[src/rtl/mux_pkg.sv]
// mux_pkg: shared state and mode encodings for the channel scan mux.
package mux_pkg;
  typedef enum logic [1:0] {IDLE, SCAN, MANUAL} scan_state_t;
  localparam logic MODE_AUTO   = 1'b0;
  localparam logic MODE_MANUAL = 1'b1;
endpackage

[src/rtl/mux_nx1.sv]
// mux_nx1: parametrised combinational N:1 mux; out-of-range selects yield zero.
module mux_nx1 #(
  parameter int N  = 16,
  parameter int W  = 1,
  parameter int SW = $clog2(N)
) (
  input  logic [N*W-1:0] din,
  input  logic [SW-1:0]  sel,
  output logic [W-1:0]   dout
);
  always_comb begin
    dout = '0;
    for (int i = 0; i < N; i++) if (sel == SW'(i)) dout = din[i*W +: W];
  end
endmodule

[src/rtl/chan_scan_mux.sv]
// chan_scan_mux: auto-scan / manual channel selector with registered outputs.
module chan_scan_mux
  import mux_pkg::*;
#(
  parameter int N_CH  = 16,
  parameter int W     = 1,
  parameter int DWELL = 4,
  localparam int SW   = $clog2(N_CH)
) (
  input  logic            clk,
  input  logic            rst,
  input  logic            en,
  input  logic            mode,
  input  logic [SW-1:0]   sel_in,
  input  logic [N_CH*W-1:0] din,
  output logic [W-1:0]    dout,
  output logic [SW-1:0]   ch_out,
  output logic            valid,
  output logic            wrap
);
  localparam int CW = (DWELL > 1) ? $clog2(DWELL) : 1;
  scan_state_t state_q, state_d;
  logic [SW-1:0] ptr_q, ptr_d, ch_q, ch_d;
  logic [CW-1:0] cnt_q, cnt_d;
  logic [W-1:0] dout_q, dout_d, mux_y;
  logic valid_q, valid_d, wrap_q, wrap_d;
  logic scanning, adv, last, sel_ok, active;
  mux_nx1 #(.N(N_CH), .W(W), .SW(SW)) u_mux (.din(din), .sel(ptr_q), .dout(mux_y));
  // Outputs lag ptr by one cycle and only track it while the FSM is active.
  always_comb begin
    state_d  = !en ? IDLE : (mode == MODE_MANUAL ? MANUAL : SCAN);
    scanning = state_q == SCAN && state_d == SCAN;
    adv      = scanning && cnt_q == CW'(DWELL - 1);
    last     = ptr_q == SW'(N_CH - 1);
    sel_ok   = {1'b0, sel_in} < (SW + 1)'(N_CH);
    active   = state_q != IDLE;
    cnt_d    = ((state_d == SCAN && state_q != SCAN) || adv) ? '0 : (scanning ? cnt_q + CW'(1) : cnt_q);
    ptr_d    = adv ? (last ? '0 : ptr_q + SW'(1))
             : (state_q == MANUAL && state_d == MANUAL && sel_ok) ? sel_in : ptr_q;
    dout_d   = active ? mux_y : dout_q;
    ch_d     = active ? ptr_q : ch_q;
    valid_d  = active;
    wrap_d   = adv && last;
  end
  always_ff @(posedge clk) begin
    if (rst) begin
      state_q <= IDLE;
      ptr_q   <= '0;
      cnt_q   <= '0;
      dout_q  <= '0;
      ch_q    <= '0;
      valid_q <= 1'b0;
      wrap_q  <= 1'b0;
    end else begin
      state_q <= state_d;
      ptr_q   <= ptr_d;
      cnt_q   <= cnt_d;
      dout_q  <= dout_d;
      ch_q    <= ch_d;
      valid_q <= valid_d;
      wrap_q  <= wrap_d;
    end
  end
  assign dout   = dout_q;
  assign ch_out = ch_q;
  assign valid  = valid_q;
  assign wrap   = wrap_q;
endmodule
[config.mk]
export PLATFORM = sky130hd
export DESIGN_NAME = chan_scan_mux
export DESIGN_NICKNAME = d
export VERILOG_FILES = /design/src/rtl/mux_pkg.sv /design/src/rtl/mux_nx1.sv /design/src/rtl/chan_scan_mux.sv
export SDC_FILE = /design/constraint.sdc
export NUM_CORES = 1
export LEC_CHECK = 0
export ABC_CLOCK_PERIOD_IN_PS = 2600
export BUFFER_PORTS_ARGS = -buffer_cell sky130_fd_sc_hd__buf_2
export CORE_ASPECT_RATIO = 0.6
export CORE_UTILIZATION = 40
export CTS_CLUSTER_DIAMETER = 200
export DETAILED_ROUTE_END_ITERATION = 12
export PLACE_DENSITY = 0.72
export SLEW_MARGIN = 20
export SYNTH_ARGS = -nofsm -noshare
export SYNTH_HDL_FRONTEND = slang
export SYNTH_SLANG_ARGS = --single-unit
[constraint.sdc]
create_clock -name clk -period 2.6 [get_ports clk]
set_input_delay 0 -clock clk [delete_from_list [all_inputs] [get_ports clk]]
set_output_delay 0 -clock clk [all_outputs]
set_load 0.01 [all_outputs]
==> results of run 1 <==
-- through the flow --
step,cells,utilization [%],instance area [sq um],hold WS [ns],worst slack (ns)
floorplan,111,-,927.1,0.1360,0.9994
global placement,165,49.60,1081,0.2484,0.8608
detailed placement,165,49.60,1081,0.2574,0.7490
CTS,170,52.18,1137,0.02952,0.7486
global route,170,52.18,1137,0.04725,0.5847
finish,170,52.18,1137,0.03263,0.6854
-- final cells by class --
type | count | area (sq um)
tap | 30 | 37.54
sequential | 15 | 300.3
fill | 224 | 1042
clock buffer | 3 | 41.29
multi-input combinational | 84 | 570.5
inverter | 6 | 22.52
clock inverter | 1 | 5.005
timing repair buffer | 31 | 160.2
-- logic make-up (layout without fill, tap and decap cells) --
group                      Yosys count  in the layout  share of synthesized area (%)
adders and majority gates            5              5                          6.748
muxes                                4              4                          4.319
AOI/OAI and AO/OA                   36             36                          26.86
buffers and inverters               12             41                          6.072
DFF                                 15             15                          32.39
and+or+nand+nor                     39             39                          23.62
-- routing by layer --
| layer | track usage [%] | part of all wire, % | vias up |
|---|---|---|---|
| met5 | 0 | 0 | - |
| met4 | 3.333 | 0 | 0 |
| met3 | 6.686 | 7.4 | 0 |
| met2 | 30.85 | 42 | 28 |
| met1 | 25.22 | 51 | 420 |
| li1 | - | - | 466 |
-- sequential cells by signal (all words and copies together) (netlist names) --
register and cells:
ch_out 4, ptr_q 4, wrap 1, valid 1, cnt_q 2, state_q 2, dout 1
-- worst paths after layout --
check | start | to | slack, ns
max reg2reg | ptr_q[0]$_SDFFE_PP0P_ | dout$_SDFFE_PP0P_ | 0.69
min reg2reg | ch_out[2]$_SDFFE_PP0P_ | ch_out[2]$_SDFFE_PP0P_ | 0.45
min | en | state_q[1]$_SDFF_PP0_ | 0.03
max | ptr_q[0]$_SDFFE_PP0P_ | dout$_SDFFE_PP0P_ | 0.69
-- cells in the mapped netlist (2+ instances only) --
library cell,instances
mux2i_1,4
nor2_1,7
nand2_1,12
clkbuf_1,2
o211ai_1,2
dfxtp_1,15
a31oi_1,3
nor4_1,2
o21ai_0,6
nand4b_1,2
nor2b_1,4
buf_2,3
a21oi_1,12
a32oi_1,2
nor3b_1,2
nand3b_1,2
inv_1,4
inv_2,2
ha_1,5
nand3_1,2
-- power by group --
| part | switching [mW] | leakage, nW | internal, mW |
|---|---|---|---|
| Sequential | 0.00474 | 0.121 | 0.234 |
| Combinational | 0.0247 | 0.328 | 0.0264 |
| Clock | 0.0810 | 0.0255 | 0.106 |
-- repair_timing --
item | CTS | global route
endpoints found under the hold margin | 1 | 0
hold buffers | 1 | 0
setup endpoints to repair | 0 | 0
-- tightest hold or removal path: stages --
cell     delay [ns]
buf_2          0.12
nand2_1        0.08
nor2_1         0.04
==> metrics.cfg, run 1 <==
[outcome]
status=finished clean

[routing]
drc=0
drtIter0Drc=29
antenna_left=0
routed_wl_mm=2.242
firstDrtPassIters=4
viasPerCell=5.376
drt-wirelength-per-cell_um=13.19
vias=914

[global_route]
grt_use_total_pct=19.16
grt_start_max_net_pins=17
antenna_found_initial=0
grt_overflow_total=0
grt_pass1_vias=773
grt_pass1_wl_mm=3.484

[worst_setup_path]
end_kind=flop
critPathMaxFanout=7
crit_buf_inv=1
cp_data_required_time_ns=2.70
path_cells=inv_1 -> ha_1 -> nand3b_1 -> a32oi_1 -> o311ai_0 -> a41oi_1
cp-start-kind=flop
ff2ff_path_depth=6
crit_family=compound AO/OA/AOI/OAI gates
cp_slowest_cell=dfxtp_1
arrival_ns=2.02
crit_type=flop to flop
path_depth=6
crit_path_max_incr_delay_ns=0.47

[floorplan]
dieWidth_um=64.16
core_region_area_sq_um=2180
die-area_sq_um=2521
start_util_pct=42.54
ioPinCount=31
die_y_um=39.29
rows=13

[sta]
fin_crit_sh_pct=73.64
tightest_slew_ns=0.5045
finalSetupViolCount=0
min_period_ns=1.915
fmax_ghz=0.5223
final.setup_skew_ns=0.002330
finalHoldViolCount=0
rsz0062_at_grt=false
slew_headroom_pct=65.94
setup_tns_ns=0
slew_violations=0

[place]
dp_hpwl_mm=1.786
place.gp.congestion=0.7955
port_buffers=30

[logic_synthesis]
ys_seq_area_share_pct=32.39
synth_edf_count=0
synth_top_cell_by_area=dfxtp_1
synth_flop_cell=dfxtp_1
yosysUniqueCellTypes=38
syn_area_per_cell_sq_um=8.353
ys_async_sr_fraction_pct=0
ys_warn_count=0
syn-num-nets=140
syn_inst=111
yosysTopAreaCellShare_pct=32.39
syn_area_sq_um=927.1
synth.area.top_cells=dfxtp_1 (32%), ha_1 (6.7%), a21oi_1 (6.5%)
ys_ff_latch=15

[clock_tree]
post-cts-setup-buffers=0
cts.sinks=15
htree_levels=1
cts_buffer_depth=2
cts_buffers=3
post_cts_resized=0
path_clk_slew_ns=0.06
tritoncts=done
insertion_delay_ns=0.24
cts-root-buf=clkbuf_8

[power_and_ir_drop]
power.total_mw=0.4766
ir_drop_uv=302.8
power.density_nw_per_um2=419.1
leakage_nw=0.4749

[finish]
drive_gt1_share_pct=29.29
final_cell_mix=buf_2 (30), dfxtp_1 (15), a21oi_1 (12), nand2_1 (12), nor2_1 (7)
syn_to_final_growth_pct=22.67
final_common_cell=buf_2
finalNetCount=170
diodes=0

[flow_run]
maxCapViolCount=0

[hold_path]
min_path_type=input pin to flop
min_delay_path_depth=3

Note: power is estimated with default switching activity, not from simulation.
==> inputs of run 2 (changes only) <==
Settings changed: ABC_AREA from default to 1, ABC_CLOCK_PERIOD_IN_PS 2600 to 1600, PLACE_DENSITY 0.72 to 0.75.
Clock period 2.6 ns to 1.6 ns, I/O delays scaled along.
==> run 2 against run 1 <==
- final area is 13% higher
- maximum frequency increased by 24%
- combinational power is 150% higher
- first-iteration DRC count is 97% higher
- utilization is 14 points higher
- final cell count is 23% higher
- sequential power grew 65%
- clock power is 19% higher
- synthesized area fell by 5.7%
- routed wire length grew 7.0%
- sequential share of layout area shrank 2.6 points
- non-clock buffer count rose by 14
- largest cell class unchanged
- largest power group unchanged
==> metrics.cfg, run 2 <==
[clock_tree]
cts_buffer_depth=2  ; unchanged
cts-root-buf=clkbuf_4
path_clk_slew_ns=0.09  ; +0.03 ns
cts.sinks=15  ; unchanged
tritoncts=done
cts_buffers=3  ; unchanged
insertion_delay_ns=0.29  ; +0.05 ns
htree_levels=1  ; unchanged

[sta]
final.setup_skew_ns=0.008094  ; +0.005764 ns
slew_violations=0  ; unchanged
finalHoldViolCount=0  ; unchanged
finalWorstSetupSlack_ns=0.05599  ; -0.6294 ns
tightest_slew_ns=0.3098  ; -0.1948 ns
slew_headroom_pct=79.27  ; +13 points
rsz0062_at_grt=true
finalSetupViolCount=0  ; unchanged
min_period_ns=1.544  ; -0.3706 ns
fin_crit_sh_pct=96.50  ; +23 points
fmax_ghz=0.6477  ; +24%

[finish]
utilization_pct=65.77  ; +14 points
drive_gt1_share_pct=34.25  ; +5.0 points
seq_area_sq_um=305.3  ; +1.7%
final_cell_mix=buf_2 (30), nand2_1 (25), nor2_1 (19)
syn_to_final_growth_pct=46.78
final_common_cell=buf_2
diodes=0  ; unchanged
multi_input_area_sq_um=544.3  ; -4.6%
fillers=170  ; -24%
final_cells=209  ; +23%
finalNetCount=211  ; +24%
design_area_sq_um=1284  ; +13%

[worst_setup_path]
crit_type=flop to flop
crit_path_max_incr_delay_ns=0.34  ; -0.13 ns
cp-start-kind=flop
r2r_end=dout$_SDFFE_PP0P_
cp_common_cell=nand2_1
r2r_setup_slack_ns=0.06  ; -0.63 ns
worst_r2r_startpoint=ptr_q[1]$_SDFFE_PP0P_
ff2ff_path_depth=18  ; +12
path_cells=inv_4 -> ha_4 -> buf_6 -> nand2_1 -> nand3_1 -> nand2_1 -> nand2_1 -> nand2_1 -> nand2_1 -> nand2_1 -> nand2_1 -> nand2_1 -> nand2_1 -> nand4_1 -> nand2_1 -> nand2_1 -> nand2_1 -> nand2_1
crit_buf_inv=2  ; +1
critPathMaxFanout=3  ; -4
end_kind=flop
crit_family=simple AND/OR/NAND/NOR gates
arrival_ns=1.74  ; -0.28 ns
cp_slowest_cell=dfxtp_2
cp_data_required_time_ns=1.80  ; -0.90 ns

[logic_synthesis]
syn_inst=133  ; +20%
ys_seq_area_share_pct=34.33  ; +1.9 points
synth_flop_cell=dfxtp_1
yosysUniqueCellTypes=21  ; -45%
synth_top_cell_by_area=dfxtp_1
ys_ff_latch=15  ; unchanged
synth_compound_area_share_pct=17.31  ; -9.5 points
ys_warn_count=0  ; unchanged
synth_common_cells=nand2_1 (27), inv_1 (21), nor2_1 (19), dfxtp_1 (15), a21oi_1 (11)
synth.area.top_cells=dfxtp_1 (34%), nand2_1 (12%), inv_1 (9.0%)
synthAdderAreaFrac_pct=7.153  ; +0.41 points
syn_area_sq_um=874.6  ; -5.7%
synth_edf_count=0  ; unchanged
synth_top_family_by_area=simple AND/OR/NAND/NOR gates
ys_async_sr_fraction_pct=0  ; unchanged
syn_area_per_cell_sq_um=6.576  ; -21%
synth_mux_area_share_pct=0  ; -4.3 points
synth_xor_area_share_pct=2.003  ; +2.0 points
yosysTopAreaCellShare_pct=34.33  ; +1.9 points
synth_simple_gate_area_share_pct=29.18  ; +5.6 points
synth_most_common_cell=nand2_1
syn-num-nets=162  ; +16%

[power_and_ir_drop]
power.total_mw=0.7440  ; +56%
ir_drop_uv=479.4  ; +58%
leakage_nw=0.6085  ; +28%
power.density_nw_per_um2=579.6  ; +38%

[routing]
drtIter0Drc=57  ; +97%
vias=997  ; +9.1%
firstDrtPassIters=4  ; unchanged
antenna_left=0  ; unchanged
drt-wirelength-per-cell_um=11.47  ; -13%
viasPerCell=4.770  ; -11%
routed_wl_mm=2.398  ; +7.0%
drc=0  ; unchanged

[global_route]
grt_overflow_total=0  ; unchanged
grt_use_total_pct=20.35  ; +1.2 points
grt_start_max_net_pins=11  ; -6
grt_pass1_wl_mm=3.594  ; +3.2%
antenna_found_initial=0  ; unchanged
grt_pass1_vias=839  ; +8.5%

[floorplan]
core_region_area_sq_um=1952  ; -10%
start_util_pct=44.81  ; +2.3 points
die-area_sq_um=2384  ; -5.4%
die_y_um=38.22  ; -2.7%
rows=12  ; -1
dieWidth_um=62.37  ; -2.8%
ioPinCount=31  ; unchanged

[place]
placed_area_sq_um=1100  ; +1.7%
dp_hpwl_mm=1.705  ; -4.5%
place.gp.congestion=0.9280  ; +17%
dp_cells=196  ; +19%
dp_worst_setup_slack_ns=-0.04840  ; -0.7974 ns
port_buffers=30  ; unchanged

[hold_path]
hp-start=din[15]
min_delay_path_depth=4  ; +1
min_path_type=input pin to flop
min_to=dout$_SDFFE_PP0P_

[outcome]
status=finished clean

[flow_run]
maxCapViolCount=0  ; unchanged

## run 2: what timing repair did
action / CTS / global route
endpoints found under the hold margin: 7 / 0
pin swaps: 1 / 6
gates resized for setup: 6 / 20
hold buffers: 5 / 0
setup buffers: 0 / 4
setup endpoints to repair: 1 / 1
## run 2: area by class of cell
| type | instances | area share, % |
|---|---|---|
| Tap cell | 28 | 2.729 |
| Inverter | 22 | 7.018 |
| Sequential cell | 15 | 23.78 |
| Timing Repair Buffer | 45 | 22.03 |
| Multi-Input combinational cell | 95 | 42.40 |
| Clock buffer | 4 | 2.047 |
## run 2: power breakdown
| group | leakage (nW) | internal (mW) | switching, mW |
|---|---|---|---|
| clock | 0.0150 | 0.0971 | 0.126 |
| sequential | 0.123 | 0.386 | 0.00820 |
| combinational | 0.470 | 0.0635 | 0.0638 |
## run 2: worst max path at each step
| stage | start | endpoint | slack, ns | cells after the start |
|---|---|---|---|---|
| global placement | ptr_q[0]$_SDFFE_PP0P_ | dout$_SDFFE_PP0P_ | -0.04 | 18 |
| global route | ptr_q[1]$_SDFFE_PP0P_ | dout$_SDFFE_PP0P_ | -0.08 | 13 |
| CTS | ptr_q[1]$_SDFFE_PP0P_ | dout$_SDFFE_PP0P_ | 0.0002 | 15 |
| finish | ptr_q[1]$_SDFFE_PP0P_ | dout$_SDFFE_PP0P_ | 0.06 | 18 |
| floorplan | ptr_q[1]$_SDFFE_PP0P_ | dout$_SDFFE_PP0P_ | 0.05 | 18 |
| detailed placement | ptr_q[0]$_SDFFE_PP0P_ | dout$_SDFFE_PP0P_ | -0.05 | 18 |
## run 2: cells by family after synthesis
kind of cell,Yosys count
compound gates,27
buf+inv,23
xor+xnor,2
flops,15
simple gates,61
fa+ha+maj,5
## run 2: stage by stage
step,hold WS [ns],TNS [ns]
floorplan,0.06907,0
global placement,0.2355,-0.03766
detailed placement,0.2498,-0.04840
CTS,0.01371,0
global route,0.009361,-0.08057
finish,0.01163,0
## run 2: tightest hold or removal path, stage by stage
cell,delay [ns]
buf_2,0.08
o21a_1,0.11
nand2_1,0.05
nand2_1,0.05
## run 2: routing by layer
layer	GRT usage (%)	wire (um)	up-vias
met1	25.31	1085	428
met2	34.89	1057	43
met4	5.233	16	0
met3	6.548	239	3
met5	0	0	-
li1	-	-	523
==> inputs of run 3 (changes only) <==
Settings changed: MAX_ROUTING_LAYER from default to met4, SETUP_SLACK_MARGIN from default to 0.5.
==> run 3 against run 2 <==
- the run now ends with negative setup slack left
- worst hold slack improved by 0.0015 ns
- clock skew fell by 0.0076 ns
- critical endpoint unchanged
- non-clock buffer count rose by 6
- utilization rose by 7.2 points
- register-to-register slack got worse by 0.12 ns
- final cell count rose by 3.3%
- die area did not move
- sequential power barely moved
- global-route usage rose by 2.9 points
- sequential share of layout area fell by 1.9 points
- clock-buffer cell count did not move
- final area rose by 11%
==> metrics.cfg, run 3 (synthesis gave the netlist of run 2 again) <==
[outcome]
status=finished with violations
violations=negative setup slack

[routing]
routed-wl-met3_um=347  ; +45%
firstDrtPassIters=5  ; +1
vias=1156  ; +16%
wl_met1_mm=1.319  ; +22%
antenna_left=0  ; unchanged
top_layer_used=met4
dr_wl_met2_mm=1.406  ; +33%
viasPerCell=5.352  ; +12%
routed_wl_mm=3.283  ; +37%
drc=0  ; unchanged
drt-wirelength-per-cell_um=15.20  ; +32%
drtIter0Drc=95  ; +67%

[floorplan]
dieWidth_um=62.37  ; unchanged
rows=12  ; unchanged
ioPinCount=31  ; unchanged
die_y_um=38.22  ; unchanged
core_region_area_sq_um=1952  ; unchanged
start_util_pct=44.81  ; unchanged
die-area_sq_um=2384  ; unchanged

[sta]
finalSetupViolCount=1  ; +1
finalHoldViolCount=0  ; unchanged
min_period_ns=1.662  ; +0.1181 ns
fin_crit_sh_pct=103.9  ; +7.4 points
finalWorstSetupSlack_ns=-0.06210  ; -0.1181 ns
tightest_slew_ns=0.2682  ; -0.04158 ns
setup_tns_ns=-0.06210  ; -0.06210 ns
final.setup_skew_ns=0.0004997  ; -0.007595 ns
fmax_ghz=0.6016  ; -7.1%
whs_ns=0.01315  ; +0.001510 ns
rsz0062_at_grt=true
slew_violations=0  ; unchanged
slew_headroom_pct=82.10  ; +2.8 points

[power_and_ir_drop]
power.density_nw_per_um2=533.6  ; -7.9%
ir_drop_uv=441.6  ; -7.9%
p_seq_share_pct=52.0  ; -0.9 points
switching_power_mw=0.2080  ; +5.2%
clkPwrFrac_pct=28.8  ; -1.2 points
p_int_mw=0.5519  ; +1.0%
leakage_nw=0.6643  ; +9.2%
p_comb_share_pct=19.2  ; +2.1 points
swShare_pct=27.37  ; +0.79 points

[global_route]
grt_overflow_total=0  ; unchanged
grt_start_max_net_pins=9  ; -2
grt_pass1_vias=882  ; +5.1%
antenna_found_initial=0  ; unchanged
grt_use_total_pct=23.25  ; +2.9 points
grt_pass1_wl_mm=3.988  ; +11%

[worst_setup_path]
cp_slowest_cell=dfxtp_4
cp_common_cell=nand2_1
end_kind=flop
worst_r2r_startpoint=ptr_q[0]$_SDFFE_PP0P_
crit_path_max_incr_delay_ns=0.41  ; +0.07 ns
cp-start-kind=flop
critPathMaxFanout=4  ; +1
path_cells=inv_4 -> ha_4 -> nand2_1 -> nand2_2 -> nand3_2 -> nand2_1 -> nand2_1 -> nand2_1 -> nand2_1 -> nand2_1 -> nand2_1 -> nand2_1 -> nand2_1 -> nand4_1 -> nand2_1 -> nand2_1 -> nand2_1 -> nand2_1
cp_data_required_time_ns=1.79  ; about the same
arrival_ns=1.85  ; +0.11 ns
crit_type=flop to flop
cp-startpoint=ptr_q[0]$_SDFFE_PP0P_

[finish]
final_common_cell=buf_2
utilization_pct=72.95  ; +7.2 points
fillers=140  ; -18%
design_area_sq_um=1424  ; +11%
final_cell_mix=buf_2 (30), nand2_1 (23), inv_1 (15), nor2_1 (15), buf_4 (14)
syn_to_final_growth_pct=62.80
diodes=0  ; unchanged
drive_gt1_share_pct=44.68  ; +10 points
finalNetCount=218  ; +3.3%

[place]
place.gp.congestion=0.9056  ; -2.4%
port_buffers=30  ; unchanged
dp_worst_setup_slack_ns=0.05665  ; +0.1050 ns
placed_area_sq_um=1105  ; +0.46%
dp_hpwl_mm=1.622  ; -4.8%

[clock_tree]
cts.sinks=15  ; unchanged
cts_buffer_depth=2  ; unchanged
tritoncts=done
insertion_delay_ns=0.28  ; about the same
cts-root-buf=clkbuf_4
htree_levels=1  ; unchanged
cts_buffers=3  ; unchanged
path_clk_slew_ns=0.09  ; about the same

[hold_path]
min_path_type=input pin to flop
hp-start=din[15]

[flow_run]
maxCapViolCount=0  ; unchanged

-- run 3: changes by cell type in the layout (fill, tap and decap cells not counted), moves of 3 or more --
cell / before / now
buf_4: 8 / 14
nor2_1: 19 / 15
dfxtp_1: 13 / 10
nor2_2: 1 / 4
-- run 3: final timing paths --
path,end,slack (ns),depth (start not counted)
max reg2reg,dout$_SDFFE_PP0P_,-0.06,18
max,dout$_SDFFE_PP0P_,-0.06,18
min reg2reg,dout$_SDFFE_PP0P_,0.47,2
min,dout$_SDFFE_PP0P_,0.01,4
-- run 3: cell type report --
class,count,area (sq um),share of cell area (%)
well taps,28,35.03,2.460
clock buffers,4,26.28,1.845
multi-input cells,96,619.3,43.50
flip-flops and latches,15,311.5,21.88
inverters,22,92.59,6.503
repair buffers,51,339.1,23.81
-- run 3: through the flow --
stage | total power, mW | cells
floorplan | 0.4550 | 133
global placement | 0.5045 | 190
global route | 0.7949 | 216
detailed placement | 0.5057 | 190
finish | 0.7598 | 216
CTS | 0.7383 | 207
-- run 3: power by group through the flow --
stage / Clock (mW) / Combinational (mW) / Sequential (mW)
global placement: 0 / 0.103 / 0.401
finish: 0.219 / 0.146 / 0.395
floorplan: 0 / 0.0504 / 0.405
detailed placement: 0 / 0.104 / 0.402
global route: 0.242 / 0.156 / 0.397
CTS: 0.223 / 0.121 / 0.394
-- run 3: per-layer routing --
| metal | up-vias | track usage (%) |
|---|---|---|
| li1 | 541 | - |
| met1 | 499 | 29.14 |
| met2 | 84 | 38.19 |
| met3 | 32 | 7.440 |
| met4 | 0 | 3.488 |
| met5 | - | - |
-- run 3: what timing repair did --
| action | 4_1_cts | 5_1_grt |
|---|---|---|
| pin swaps | 3 | 13 |
| setup endpoints to repair | 8 | 12 |
| endpoints found under the hold margin | 8 | 0 |
| cloned | 1 | 0 |
| buffers inserted | 7 | 9 |
| resized for setup | 8 | 22 |
| hold buffers | 5 | 0 |
-- run 3: critical path, delay by kind of cell (launching register included) --
kind,cells,cell delay [ns]
flops,1,0.41
simple gates,16,0.94
fa+ha+maj,1,0.16
buf+inv,1,0.06
